## src/rtl/i2s_apb_feeder.sv

```systemverilog
// Purpose: moves TX stream samples into an I2S_top TXDATA register and drains RXDATA
//          into an RX stream, polling STATUS before every data access.
// Latency: poll->write 2 cycles, poll->m_valid 4 cycles; next poll 1 cycle after a write
//          or after the RX handshake.
// Backpressure: s_ready only in the WRITE access; m_valid/m_data are held until m_ready,
//          and no bus access is started while an RX word is waiting.
// Ports:
//   pclk, preset         clock, synchronous active-high reset
//   enable               run/stop; only checked between accesses
//   s_valid/s_ready/s_data   TX sample stream in
//   m_valid/m_ready/m_data   RX sample stream out
//   paddr/pwdata/pwrite/penable/prdata   APB master towards I2S_top
//   tx_count/rx_count    wrapping word counters; busy = not IDLE
module i2s_apb_feeder #(
    parameter logic [31:0] ADR_OFFSET = 32'h0,
    parameter int unsigned POLL_GAP   = 4
) (
    input  logic        pclk,
    input  logic        preset,
    input  logic        enable,
    input  logic        s_valid,
    output logic        s_ready,
    input  logic [31:0] s_data,
    output logic        m_valid,
    input  logic        m_ready,
    output logic [31:0] m_data,
    output logic [31:0] paddr,
    output logic [31:0] pwdata,
    output logic        pwrite,
    output logic        penable,
    input  logic [31:0] prdata,
    output logic [15:0] tx_count,
    output logic [15:0] rx_count,
    output logic        busy
);

    localparam logic [31:0] TXDATA_ADR = ADR_OFFSET + 32'h4;
    localparam logic [31:0] RXDATA_ADR = ADR_OFFSET + 32'h8;
    localparam logic [31:0] STATUS_ADR = ADR_OFFSET + 32'hC;
    localparam logic [7:0]  GAP_LAST   = 8'(POLL_GAP - 1);

    typedef enum logic [2:0] {
        S_IDLE,
        S_POLL,
        S_POLL_WAIT,
        S_WRITE,
        S_READ,
        S_RD_CAP,
        S_OUT_WAIT,
        S_GAP
    } state_t;

    state_t      state, state_nx;
    logic [7:0]  gap_cnt, gap_cnt_nx;
    logic        last_wr, last_wr_nx;
    logic [15:0] tx_cnt_q, tx_cnt_nx;
    logic [15:0] rx_cnt_q, rx_cnt_nx;
    logic        m_valid_q, m_valid_nx;
    logic [31:0] m_data_q, m_data_nx;
    logic [31:0] paddr_q, pwdata_q;

    logic        acc_en;
    logic        acc_wr;
    logic [31:0] acc_adr;
    logic [31:0] acc_dat;
    logic        wr_ok;
    logic        rd_ok;

    // prdata holds the STATUS word only in POLL_WAIT; these are ignored elsewhere.
    assign wr_ok = s_valid & ~prdata[0];
    assign rd_ok = ~prdata[1];

    always_comb begin
        state_nx   = state;
        gap_cnt_nx = gap_cnt;
        last_wr_nx = last_wr;
        tx_cnt_nx  = tx_cnt_q;
        rx_cnt_nx  = rx_cnt_q;
        m_valid_nx = m_valid_q;
        m_data_nx  = m_data_q;
        acc_en     = 1'b0;
        acc_wr     = 1'b0;
        acc_adr    = paddr_q;
        acc_dat    = pwdata_q;

        case (state)
            S_IDLE: begin
                if (enable) state_nx = S_POLL;
            end
            S_POLL: begin
                acc_en   = 1'b1;
                acc_adr  = STATUS_ADR;
                state_nx = S_POLL_WAIT;
            end
            S_POLL_WAIT: begin
                if (!enable) begin
                    state_nx = S_IDLE;
                end else if (wr_ok && rd_ok) begin
                    // Alternate when both directions are possible.
                    state_nx = last_wr ? S_READ : S_WRITE;
                end else if (wr_ok) begin
                    state_nx = S_WRITE;
                end else if (rd_ok) begin
                    state_nx = S_READ;
                end else if (POLL_GAP == 0) begin
                    state_nx = S_POLL;
                end else begin
                    state_nx   = S_GAP;
                    gap_cnt_nx = 8'd0;
                end
            end
            S_WRITE: begin
                // Followed directly by the next poll: two single-cycle transfers
                // back to back, each complete on its own.
                acc_en     = 1'b1;
                acc_wr     = 1'b1;
                acc_adr    = TXDATA_ADR;
                acc_dat    = s_data;
                tx_cnt_nx  = tx_cnt_q + 16'd1;
                last_wr_nx = 1'b1;
                state_nx   = S_POLL;
            end
            S_READ: begin
                acc_en   = 1'b1;
                acc_adr  = RXDATA_ADR;
                state_nx = S_RD_CAP;
            end
            S_RD_CAP: begin
                m_data_nx  = prdata;
                m_valid_nx = 1'b1;
                last_wr_nx = 1'b0;
                state_nx   = S_OUT_WAIT;
            end
            S_OUT_WAIT: begin
                // enable is only honoured once the held word has been taken.
                if (m_valid_q && m_ready) begin
                    m_valid_nx = 1'b0;
                    rx_cnt_nx  = rx_cnt_q + 16'd1;
                    state_nx   = enable ? S_POLL : S_IDLE;
                end
            end
            S_GAP: begin
                if (!enable) begin
                    state_nx = S_IDLE;
                end else if (gap_cnt == GAP_LAST) begin
                    state_nx = S_POLL;
                end else begin
                    gap_cnt_nx = gap_cnt + 8'd1;
                end
            end
            default: begin
                state_nx = S_IDLE;
            end
        endcase
    end

    always_ff @(posedge pclk) begin
        if (preset) begin
            state     <= S_IDLE;
            gap_cnt   <= 8'd0;
            last_wr   <= 1'b0;
            tx_cnt_q  <= 16'd0;
            rx_cnt_q  <= 16'd0;
            m_valid_q <= 1'b0;
            m_data_q  <= 32'd0;
            paddr_q   <= 32'd0;
            pwdata_q  <= 32'd0;
        end else begin
            state     <= state_nx;
            gap_cnt   <= gap_cnt_nx;
            last_wr   <= last_wr_nx;
            tx_cnt_q  <= tx_cnt_nx;
            rx_cnt_q  <= rx_cnt_nx;
            m_valid_q <= m_valid_nx;
            m_data_q  <= m_data_nx;
            paddr_q   <= acc_adr;
            pwdata_q  <= acc_dat;
        end
    end

    // Strobes are masked by preset so an access in flight is dropped in the reset cycle.
    assign penable  = acc_en & ~preset;
    assign pwrite   = acc_wr & ~preset;
    assign s_ready  = acc_wr & ~preset;
    assign paddr    = acc_adr;
    assign pwdata   = acc_dat;
    assign m_valid  = m_valid_q;
    assign m_data   = m_data_q;
    assign tx_count = tx_cnt_q;
    assign rx_count = rx_cnt_q;
    assign busy     = (state != S_IDLE);

endmodule
```

## config.mk

```make
export PLATFORM = sky130hd
export DESIGN_NAME = i2s_apb_feeder
export DESIGN_NICKNAME = d
export VERILOG_FILES = /design/src/rtl/i2s_apb_feeder.sv
export SDC_FILE = /design/constraint.sdc
export NUM_CORES = 1
export LEC_CHECK = 0
export ABC_AREA = 1
export CAP_MARGIN = 20
export CORE_AREA = 3 3 112 114
export CTS_BUF_LIST = sky130_fd_sc_hd__clkbuf_8
export DETAILED_ROUTE_END_ITERATION = 10
export DIE_AREA = 0 0 115 117
export PLACE_DENSITY_LB_ADDON = 0.05
export SETUP_SLACK_MARGIN = 0.2
export SYNTH_ARGS = -nofsm -noshare
export SYNTH_HDL_FRONTEND = slang
export SYNTH_SLANG_ARGS = --single-unit
```

## constraint.sdc

```tcl
create_clock -name pclk -period 2.5 [get_ports pclk]
set_clock_uncertainty 0.1 [all_clocks]
set_input_delay 0.5 -clock pclk [delete_from_list [all_inputs] [get_ports pclk]]
set_output_delay 0.5 -clock pclk [all_outputs]
set_load 0.05 [all_outputs]
```

==> impl_metrics.ini <==
[logic_synthesis]
synth_common_cells = nand2_1 (182), nor2_1 (154), dfxtp_1 (141)
synth_area_sq_um = 5770
post_synthesis_net_count = 886
synth_largest_area_cell = dfxtp_1
ys_ff_latch = 141
yosys.cell_types.count = 23
post-synth-top-count-cell = nand2_1
asyncSetResetFlopFracSynth_pct = 0
syn_area_per_cell_sq_um = 7.08
ys_top_cells_by_area = dfxtp_1 (49%), nand2_1 (12%), nor2_1 (10%)
synth-edff-count = 0
synthFlopType = dfxtp_1
synth_largest_type_area_fraction_pct = 48.9
synth_cells = 814
synthesis.yosys.warnings = 0
synth_seq_area_share_pct = 48.9

[worst_setup_path]
reg2reg_from = state[0]
cp_common_cell = buf_4
critical-path-top-delay-family = buffers and inverters
crit_arrival_ps = 2750
cp-start-kind = flop
critical-path-slowest-cell = dfxtp_4
cp.required_ps = 2810
worst-r2r-cell-count = 16
cp_max_fo = 6
critPathBufInv = 10
endpoint_kind = flop
crit_type = reg2reg
rrSetupSlack_ps = 60
crit_chain = inv_4 > buf_4 > buf_4 > buf_4 > buf_4 > buf_4 > buf_4 > buf_4 > buf_4 > nand3_2 > nor2_2 > inv_1 > nand2_2 > nor2_4 > nand2_1 > a21oi_2
max_stage_delay_ps = 420
crit-reg2reg-capture = gap_cnt[3]

[routing]
postRouteAntennaNets = 0
drc = 0
routed_wl_microns = 22600
avgRoutedWirePerCell_microns = 18.8
dr.first_iter.drc_count = 607
routed_via_density = 5.47
drt_pre_antenna_iters = 6
via_count = 6575

[timing]
timing_max_transition_violations_final = 0
min_period_over_period_pct = 97.5
rsz_0062_raised_after_global_routing = true
fin_crit_ps = 2440
tns_ps = 0
timing_worst_slew_pin_value_ps = 1010
maxClockFrequency_ghz = 0.410
final-hold-violation-count = 0
slew_headroom_pct = 32.6
final.setup.worst_slack_ps = 62.4
final-setup-viol-count = 0

[flow_run]
cap_viol_max_count = 0

[grt]
grt_max_degree = 50
overflow = 0
antenna_found_initial = 0
vias_in_the_first_global_route = 6024
grt_pass1_wl_microns = 29000
grtUsageTotal_pct = 27.2

[die]
horizontal_die_dimension_microns = 115
core_area_sq_um = 11500
dieArea_sq_um = 13500
pin_count = 202
placement_rows = 39
die_h_microns = 117
start_util_pct = 50.1

[hold_path]
hold_path_end = tx_count[12]
holdCritPathClass = in2reg
hold_path_depth = 2
hold_path_startpoint = preset

[placement]
dp_hpwl_microns = 11300
place_congestion = 0.844
setup_slack_after_placement_ps = 149
buffer_ports.inserted = 201

[cells_and_area]
final_nets = 1117
antenna_cells = 0
syn2layout_area_growth_pct = 76.9
drive_above_1_share_pct = 27.2
share_of_the_core_filled_with_cells_pct = 88.6

[outcome]
status = complete, no violations

[clock_tree]
clkSinkCount = 141
cts.reportedPaths.clkPinSlew_ps = 100
clockRootBuffer = clkbuf_8
cts-hold-fix-buffers = 0
cts.path.max_buffers = 2
clock_latency_ps = 470
tritoncts = done
ctsHtreeMaxLevel = 4
cts-buffers-inserted = 17

[pwr]
p_leak_uw = 0.00446
pwr_total_uw = 5900
cellPowerDensity_nw_per_um2 = 578
vdd_ir_drop_max_uv = 514
## state kept, by name, indices dropped and copies added (netlist names)
name      flops
rx_count     16
pwdata_q     32
paddr_q      32
gap_cnt       8
state         3
m_data       32
last_wr       1
m_valid       1
tx_count     16
## worst register-to-register path, stage by stage (launching register included)
cell and delay [ps]:
dfxtp_4 420, inv_4 50, buf_4 120, buf_4 120, buf_4 130, buf_4 130, buf_4 130, buf_4 120
buf_4 120, buf_4 130, nand3_2 80, nor2_2 70, inv_1 90, nand2_2 80, nor2_4 200, nand2_1 120
a21oi_2 160
## metrics by stage
step           cell area [sq um]  cells  hold slack (ps)
6_report                   10200   1201              297
5_1_grt                    10200   1201              293
4_1_cts                     9510   1184              251
3_5_place_dp                8510   1130              334
3_3_place_gp                8510   1130              333
2_1_floorplan               5770    814              321
## logic make-up (layout without fill, tap and decap cells)
| logic type | Yosys count | after routing | synth area share (%) |
|---|---|---|---|
| adder cells (fa/ha/maj) | 3 | 3 | 0.651 |
| AND/OR/NAND/NOR | 419 | 419 | 30.3 |
| flip-flops | 141 | 141 | 48.9 |
| buffers and inverters | 124 | 368 | 8.81 |
| AO/OA/AOI/OAI | 124 | 124 | 10.9 |
| XOR/XNOR | 3 | 3 | 0.456 |
## area by class of cell
cell class | count | area (sq um)
repair inverters | 2 | 22.5
well taps | 143 | 179
flip-flops and latches | 141 | 2830
inverters | 86 | 357
multi-input cells | 549 | 3110
clock buffers | 21 | 289
clock inverters | 11 | 210
repair buffers | 248 | 3210
fillers | 533 | 1310
## per-layer routing
metal  vias to the layer above  GRT usage [%]  share of wire, %
li1                       3026              -                 -
met1                      3118           29.7                36
met2                       364           47.1                52
met3                        67           12.3               9.3
met4                         0           9.31               3.3
met5                         -              0                 0
## power breakdown
part           total (uW)  switching [uW]  internal, uW
sequential           2330            37.8          2290
clock                2300             912          1390
combinational        1270             745           521
## placed cells by master (no fill, tap or decap), types with 5 or more instances in the layout
cell / n
nor2_1: 118
a21oi_1: 60
dfxtp_1: 138
nor3_1: 35
nand3_2: 5
dlygate4sd2_1: 16
nor2_2: 7
bufinv_16: 6
clkbuf_8: 21
nand2_1: 111
inv_1: 79
o21ai_0: 56
nand2_2: 38
buf_4: 33
buf_12: 69
nor2_4: 35
nand2_4: 33
nand4_1: 12
dlymetal6s2s_1: 17
clkdlybuf4s50_1: 99
nand3_1: 20
## worst max path at each step
stage,slack [ps],end,from,depth (start not counted)
after floorplan,180,paddr[0],state[2],7
after global placement,170,paddr[3],state[0],8
after detailed placement,150,paddr[3],state[0],8
after CTS,170,paddr[3],state[0],9
after global routing,6,gap_cnt[3],state[0],16
final,60,gap_cnt[3],state[0],16
## repair_timing
action	4_1_cts	5_1_grt
pin swaps	4	25
setup endpoints to repair	82	101
gates cloned	3	5
resized for setup	109	147
endpoints found under the hold margin	0	0
setup buffers	19	12
No activity file was read; power rests on OpenSTA's default activity.
